[config.mk]
export PLATFORM = sky130hd
export DESIGN_NAME = in_packet_assembler
export DESIGN_NICKNAME = d
export VERILOG_FILES = /design/src/rtl/demortl_pkg.sv /design/src/rtl/in_packet_assembler.sv
export SDC_FILE = /design/constraint.sdc
export NUM_CORES = 1
export LEC_CHECK = 0
export CELL_PAD_IN_SITES_DETAIL_PLACEMENT = 1
export CELL_PAD_IN_SITES_GLOBAL_PLACEMENT = 1
export CORE_AREA = 2 2 193 176
export CTS_CLUSTER_DIAMETER = 50
export CTS_CLUSTER_SIZE = 8
export DETAILED_ROUTE_END_ITERATION = 12
export DIE_AREA = 0 0 195 178
export GPL_TIMING_DRIVEN = 0
export PLACE_DENSITY_LB_ADDON = 0.05
export SYNTH_ARGS = -nofsm -noshare
export SYNTH_HDL_FRONTEND = slang
export SYNTH_SLANG_ARGS = --single-unit
[constraint.sdc]
create_clock -name clk -period 2.6 [get_ports clk]
set_input_delay 0.26 -clock clk [delete_from_list [all_inputs] [get_ports clk]]
set_output_delay 0.26 -clock clk [all_outputs]
set_load 0.05 [all_outputs]
[src/rtl/demortl_pkg.sv]
// Shared definitions for the demortl controller: in_packet header layout
// and the assembler state encoding.
package demortl_pkg;

    localparam int OPC_LSB     = 0;
    localparam int LEN_LSB     = 8;
    localparam int HDR_FIELD_W = 8;

    localparam logic [1:0] HDR  = 2'd0;
    localparam logic [1:0] PAY  = 2'd1;
    localparam logic [1:0] HOLD = 2'd2;

    typedef enum logic [1:0] {
        ST_HDR  = HDR,
        ST_PAY  = PAY,
        ST_HOLD = HOLD
    } asm_state_e;

    // A header length is usable only if it names between 1 and max_words payload words.
    function automatic logic hdr_len_ok(input logic [HDR_FIELD_W-1:0] len, input int max_words);
        return (len != '0) && (int'(len) <= max_words);
    endfunction

endpackage

[src/rtl/in_packet_assembler.sv]
// Drains the in_packet FIFO and assembles header + payload words into one
// parallel request packet for the accelerator, with packet/error statistics.
module in_packet_assembler
    import demortl_pkg::*;
#(
    parameter int DATA_WIDTH = 32,
    parameter int MAX_WORDS  = 8,
    parameter int LEN_WIDTH  = $clog2(MAX_WORDS + 1)
) (
    input  logic                            clk,
    input  logic                            rst,
    input  logic [DATA_WIDTH-1:0]           fifo_dout,
    input  logic                            fifo_empty,
    output logic                            fifo_read_en,
    output logic                            pkt_valid,
    input  logic                            pkt_ready,
    output logic [7:0]                      pkt_opcode,
    output logic [LEN_WIDTH-1:0]            pkt_len,
    output logic [MAX_WORDS*DATA_WIDTH-1:0] pkt_data,
    output logic                            hdr_err,
    output logic [15:0]                     pkt_count,
    output logic [7:0]                      err_count
);

    asm_state_e                             state_q, state_d;
    logic                                   rd_pend_q, rd_pend_d;
    logic [7:0]                             opcode_q, opcode_d;
    logic [LEN_WIDTH-1:0]                   len_q, len_d;
    logic [LEN_WIDTH-1:0]                   issued_q, issued_d;
    logic [LEN_WIDTH-1:0]                   got_q, got_d;
    logic [MAX_WORDS-1:0][DATA_WIDTH-1:0]   data_q, data_d;
    logic [15:0]                            pkt_count_q, pkt_count_d;
    logic [7:0]                             err_count_q, err_count_d;

    logic                                   want;
    logic                                   read_fire;
    logic [HDR_FIELD_W-1:0]                 hdr_opc;
    logic [HDR_FIELD_W-1:0]                 hdr_len;
    logic                                   hdr_bad;

    assign hdr_opc = fifo_dout[OPC_LSB +: HDR_FIELD_W];
    assign hdr_len = fifo_dout[LEN_LSB +: HDR_FIELD_W];
    assign hdr_bad = !hdr_len_ok(hdr_len, MAX_WORDS);

    // Only one header read may be outstanding; payload reads stop at the packet boundary.
    always_comb begin
        want = 1'b0;
        unique case (state_q)
            ST_HDR:  want = !rd_pend_q;
            ST_PAY:  want = (issued_q < len_q);
            default: want = 1'b0;
        endcase
    end

    assign read_fire    = want && !fifo_empty && rst;
    assign fifo_read_en = read_fire;

    always_comb begin
        state_d     = state_q;
        rd_pend_d   = read_fire;
        opcode_d    = opcode_q;
        len_d       = len_q;
        issued_d    = issued_q;
        got_d       = got_q;
        data_d      = data_q;
        pkt_count_d = pkt_count_q;
        err_count_d = err_count_q;
        hdr_err     = 1'b0;

        unique case (state_q)
            ST_HDR: begin
                if (rd_pend_q) begin
                    if (hdr_bad) begin
                        hdr_err = 1'b1;
                        if (err_count_q != 8'hFF) begin
                            err_count_d = err_count_q + 8'd1;
                        end
                    end else begin
                        opcode_d = hdr_opc;
                        len_d    = hdr_len[LEN_WIDTH-1:0];
                        issued_d = '0;
                        got_d    = '0;
                        data_d   = '0;
                        state_d  = ST_PAY;
                    end
                end
            end

            ST_PAY: begin
                if (read_fire) begin
                    issued_d = issued_q + LEN_WIDTH'(1);
                end
                // The word landing now belongs to the read issued last cycle.
                if (rd_pend_q) begin
                    for (int i = 0; i < MAX_WORDS; i++) begin
                        if (got_q == LEN_WIDTH'(i)) begin
                            data_d[i] = fifo_dout;
                        end
                    end
                    got_d = got_q + LEN_WIDTH'(1);
                    if (got_q == len_q - LEN_WIDTH'(1)) begin
                        state_d = ST_HOLD;
                    end
                end
            end

            ST_HOLD: begin
                if (pkt_ready) begin
                    pkt_count_d = pkt_count_q + 16'd1;
                    data_d      = '0;
                    state_d     = ST_HDR;
                end
            end

            default: begin
                state_d = ST_HDR;
            end
        endcase
    end

    always_ff @(posedge clk or negedge rst) begin
        if (!rst) begin
            state_q     <= ST_HDR;
            rd_pend_q   <= 1'b0;
            opcode_q    <= '0;
            len_q       <= '0;
            issued_q    <= '0;
            got_q       <= '0;
            data_q      <= '0;
            pkt_count_q <= '0;
            err_count_q <= '0;
        end else begin
            state_q     <= state_d;
            rd_pend_q   <= rd_pend_d;
            opcode_q    <= opcode_d;
            len_q       <= len_d;
            issued_q    <= issued_d;
            got_q       <= got_d;
            data_q      <= data_d;
            pkt_count_q <= pkt_count_d;
            err_count_q <= err_count_d;
        end
    end

    assign pkt_valid  = (state_q == ST_HOLD);
    assign pkt_opcode = opcode_q;
    assign pkt_len    = len_q;
    assign pkt_data   = data_q;
    assign pkt_count  = pkt_count_q;
    assign err_count  = err_count_q;

endmodule

==> results_dict.tcl <==
set metrics [dict create \
    power_switching_w 0.00223 \
    power.share.sequential_pct 45.7 \
    place.port_buffers 330 \
    yosys_warnings 0 \
    rsz0062_at_grt "true" \
    num-fill-cells 3481 \
    clkLatencyLatePin_ps 540 \
    slew_headroom_pct 43.3 \
    final_cell_mix "clkdlybuf4s50_1, dfrtp_1, nand3_1" \
    clock_power_share_pct 51.7 \
    timing.critical_path.fanout_max 4 \
    globalRoute.totalOverflow 0 \
    drc_errors 0 \
    worst_pin_slew_ps 829 \
    grt_first_pass_wirelength_um 68600 \
    total_power_w 0.0104 \
    finalCritPeriodShare_pct 99.4 \
    globalRouteTotalUtil_pct 26.3 \
    critPathLaunchType "register" \
    dr_wl_cell_um 23.9 \
    rows 63 \
    power.leakage_nw 7.51 \
    drive_above_1_share_pct 9.10 \
    via_count 10200 \
    share_comb_of_total_power_pct 2.7 \
    boundaryPins 331 \
    irDropWorstVdd_mv 0.451 \
    grt_start_max_net_pins 115 \
    synthArstFlopShare_pct 100 \
    worstPathArrival_ps 2320 \
    synth.ff_latch_count 303 \
    dp_hpwl_um 32300 \
    max_freq_mhz 387 \
    crit_required_ps 2340 \
    cts_max_path_buffers 3 \
    syn-cell-area_sq_um 12300 \
    final_nets 1531 \
    routability_cong 0.792 \
    layout-area-overhead-vs-synth_pct 42.8 \
    place_area_sq_um 16200 \
    layout_commonest_cell "clkdlybuf4s50_1" \
    die_height_um 178 \
    number_of_global_route_vias_before_repair 10900 \
    vias_per_cell 5.34 \
    core_region_sq_um 32600 \
    min_period_ps 2580 \
    chipWidth_um 195 \
    setup_viol_count_final 0 \
    synth_nets 1146 \
    max-cap-violations 0 \
    tritoncts "done" \
    start_util_pct 37.8 \
    synthFlopType "dfrtp_1" \
    antenna_violations_before_repair 0 \
    violations_in_the_final_reports "hold timing" \
    fin_setup_tns_ps 0 \
    n_antenna_cell 0 \
    hold_viol_final 88 \
    path_class "reg -> out" \
    htree_num_levels 2 \
    final.setup_skew_ps 19.8 \
    post-route-worst-setup-slack_ps 16.8 \
    proportion_of_total_power_due_to_net_switching_pct 21.5 \
    synth-edff-count 0 \
    min-delay-path-class "in -> async" \
    internal-power_w 0.00813 \
    wirelength_um 45700 \
    timing.final.max_slew_violations 0 \
    synth.distinct_cells 49 \
    floorplan.die_area_sq_um 34700 \
    timing.critical_path.to_type "primary output" \
    worst_setup_hold_path_clk_slew_ps 50 \
    register_area_share_after_synthesis_pct 61.5 \
    dpl_worst_slack_ps -724 \
    drt_iter0_drc 460 \
    postRouteAntennaNets 0 \
    run_status "finished with violations" \
    stdcell_area_sq_um 17600 \
    cts_sinks 303 \
    synth_cells 1099 \
    cts-root-buf "clkbuf_16" \
    number_of_clock_buffers_inserted_by_tritoncts 45 \
    first_pass_iteration_count_of_the_detailed_router 5 \
    power.density_cell_area_nw_per_um2 588 \
    hold-worst-slack_ps -270 \
    syn-mean-instance-area_sq_um 11.2 \
]
[final timing paths]
kind | start | to | slack (ps) | depth (start not counted)
max in group asynchronous | rst | pkt_len[1] | 1810 | 2
min in group clk | fifo_dout[3] | pkt_opcode[3] | 370 | 2
worst min register to register | pkt_count[15] | pkt_count[15] | 460 | 1
worst min-delay path | rst | pkt_count[14] | -270 | 1
worst max-delay path | issued_q[1] | fifo_read_en | 20 | 5
worst max register to register | state_q[1] | pkt_data[32] | 160 | 6
[power groups by stage]
| stage | combinational [W] | sequential (W) | clock, W |
|---|---|---|---|
| after floorplan | 0.0000539 | 0.00481 | 0 |
| after CTS | 0.000287 | 0.00473 | 0.00546 |
| final | 0.000277 | 0.00473 | 0.00535 |
| after detailed placement | 0.000285 | 0.00481 | 0 |
| after global routing | 0.000305 | 0.00473 | 0.00567 |
| after global placement | 0.000273 | 0.00481 | 0 |
[cells in the mapped netlist, types with 2 or more instances]
cell type	instances	area [sq um]
nand2_1	144	541
mux2_2	14	158
nand3_2	4	40.0
nor3b_1	2	15.0
nand2b_1	5	31.3
and3_1	2	12.5
nand4_1	7	43.8
clkbuf_2	3	15.0
a2111oi_0	3	26.3
inv_1	10	37.5
xor2_1	7	61.3
dfrtp_1	303	7580
nand3_1	175	876
nor2b_1	4	25.0
and4_1	3	26.3
nand3b_1	2	15.0
buf_2	13	65.1
nor3_1	4	20.0
buf_6	10	113
o21ai_1	3	15.0
buf_4	5	37.5
clkbuf_1	47	176
ha_1	11	138
nor2_4	3	33.8
a31oi_1	2	12.5
a21o_1	4	30.0
mux2i_1	97	971
xnor2_1	18	158
a21oi_1	6	30.0
nor2_1	7	26.3
o21ai_0	163	816
[per-stage QoR]
step | hold slack [ps] | util, % | std cells
final | -270 | 54.0 | 1916
after global routing | -225 | 54.0 | 1916
after CTS | -230 | 53.8 | 1910
after detailed placement | 322 | 49.8 | 1853
after global placement | 461 | 49.6 | 1851
after floorplan | -35.6 | - | 1099
[sequential cells by signal (all words and copies together) (netlist names)]
| name | count |
|---|---|
| state_q | 2 |
| got_q | 4 |
| pkt_data | 256 |
| pkt_count | 16 |
| err_count | 8 |
| issued_q | 4 |
| rd_pend_q | 1 |
| pkt_len | 4 |
| pkt_opcode | 8 |
[kinds of logic (layout without fill, tap and decap cells)]
| kind of cell | Yosys count | in the layout | share of synthesized area (%) |
|---|---|---|---|
| AOI/OAI and AO/OA | 189 | 189 | 8.19 |
| xor gates and xnor gates | 25 | 25 | 1.78 |
| adders and majority gates | 11 | 11 | 1.12 |
| buffers and inverters | 88 | 483 | 3.60 |
| DFF | 303 | 303 | 61.5 |
| muxes | 111 | 111 | 9.15 |
| and+or+nand+nor | 372 | 372 | 14.7 |
[per-layer routing]
layer / global-route usage [%] / routed length (um) / vias up / share of wire, %
li1: - / - / 4585 / -
met1: 34.8 / 20100 / 5281 / 44
met2: 42.6 / 21400 / 303 / 47
met3: 7.79 / 3300 / 61 / 7.2
met4: 6.81 / 1010 / 0 / 2.2
met5: 0 / 0 / - / 0
[timing repair]
action / in CTS / in global routing
pin swaps: 1 / 7
setup buffers: 0 / 6
hold endpoints to repair: 88 / 88
endpoints found under the setup margin: 217 / 17
gates resized for setup: 20 / 11
[cell type report]
class | instances | area (sq um) | share of cell area [%]
timing repair buffer | 338 | 3410 | 19.4
multi-input combinational | 708 | 4390 | 24.9
inverter | 10 | 37.5 | 0.213
tap | 422 | 528 | 3.00
clock buffer | 53 | 1180 | 6.68
buffer | 78 | 412 | 2.34
sequential | 303 | 7590 | 43.1
clock inverter | 4 | 77.6 | 0.440
[worst max-delay path, stage by stage (launching register included)]
cell and delay (ps):
dfrtp_2 440, ha_4 260, a2111oi_4 390, nor3_2 90
a2111oi_4 380, buf_6 210
Power figures use the tool's default switching activity.
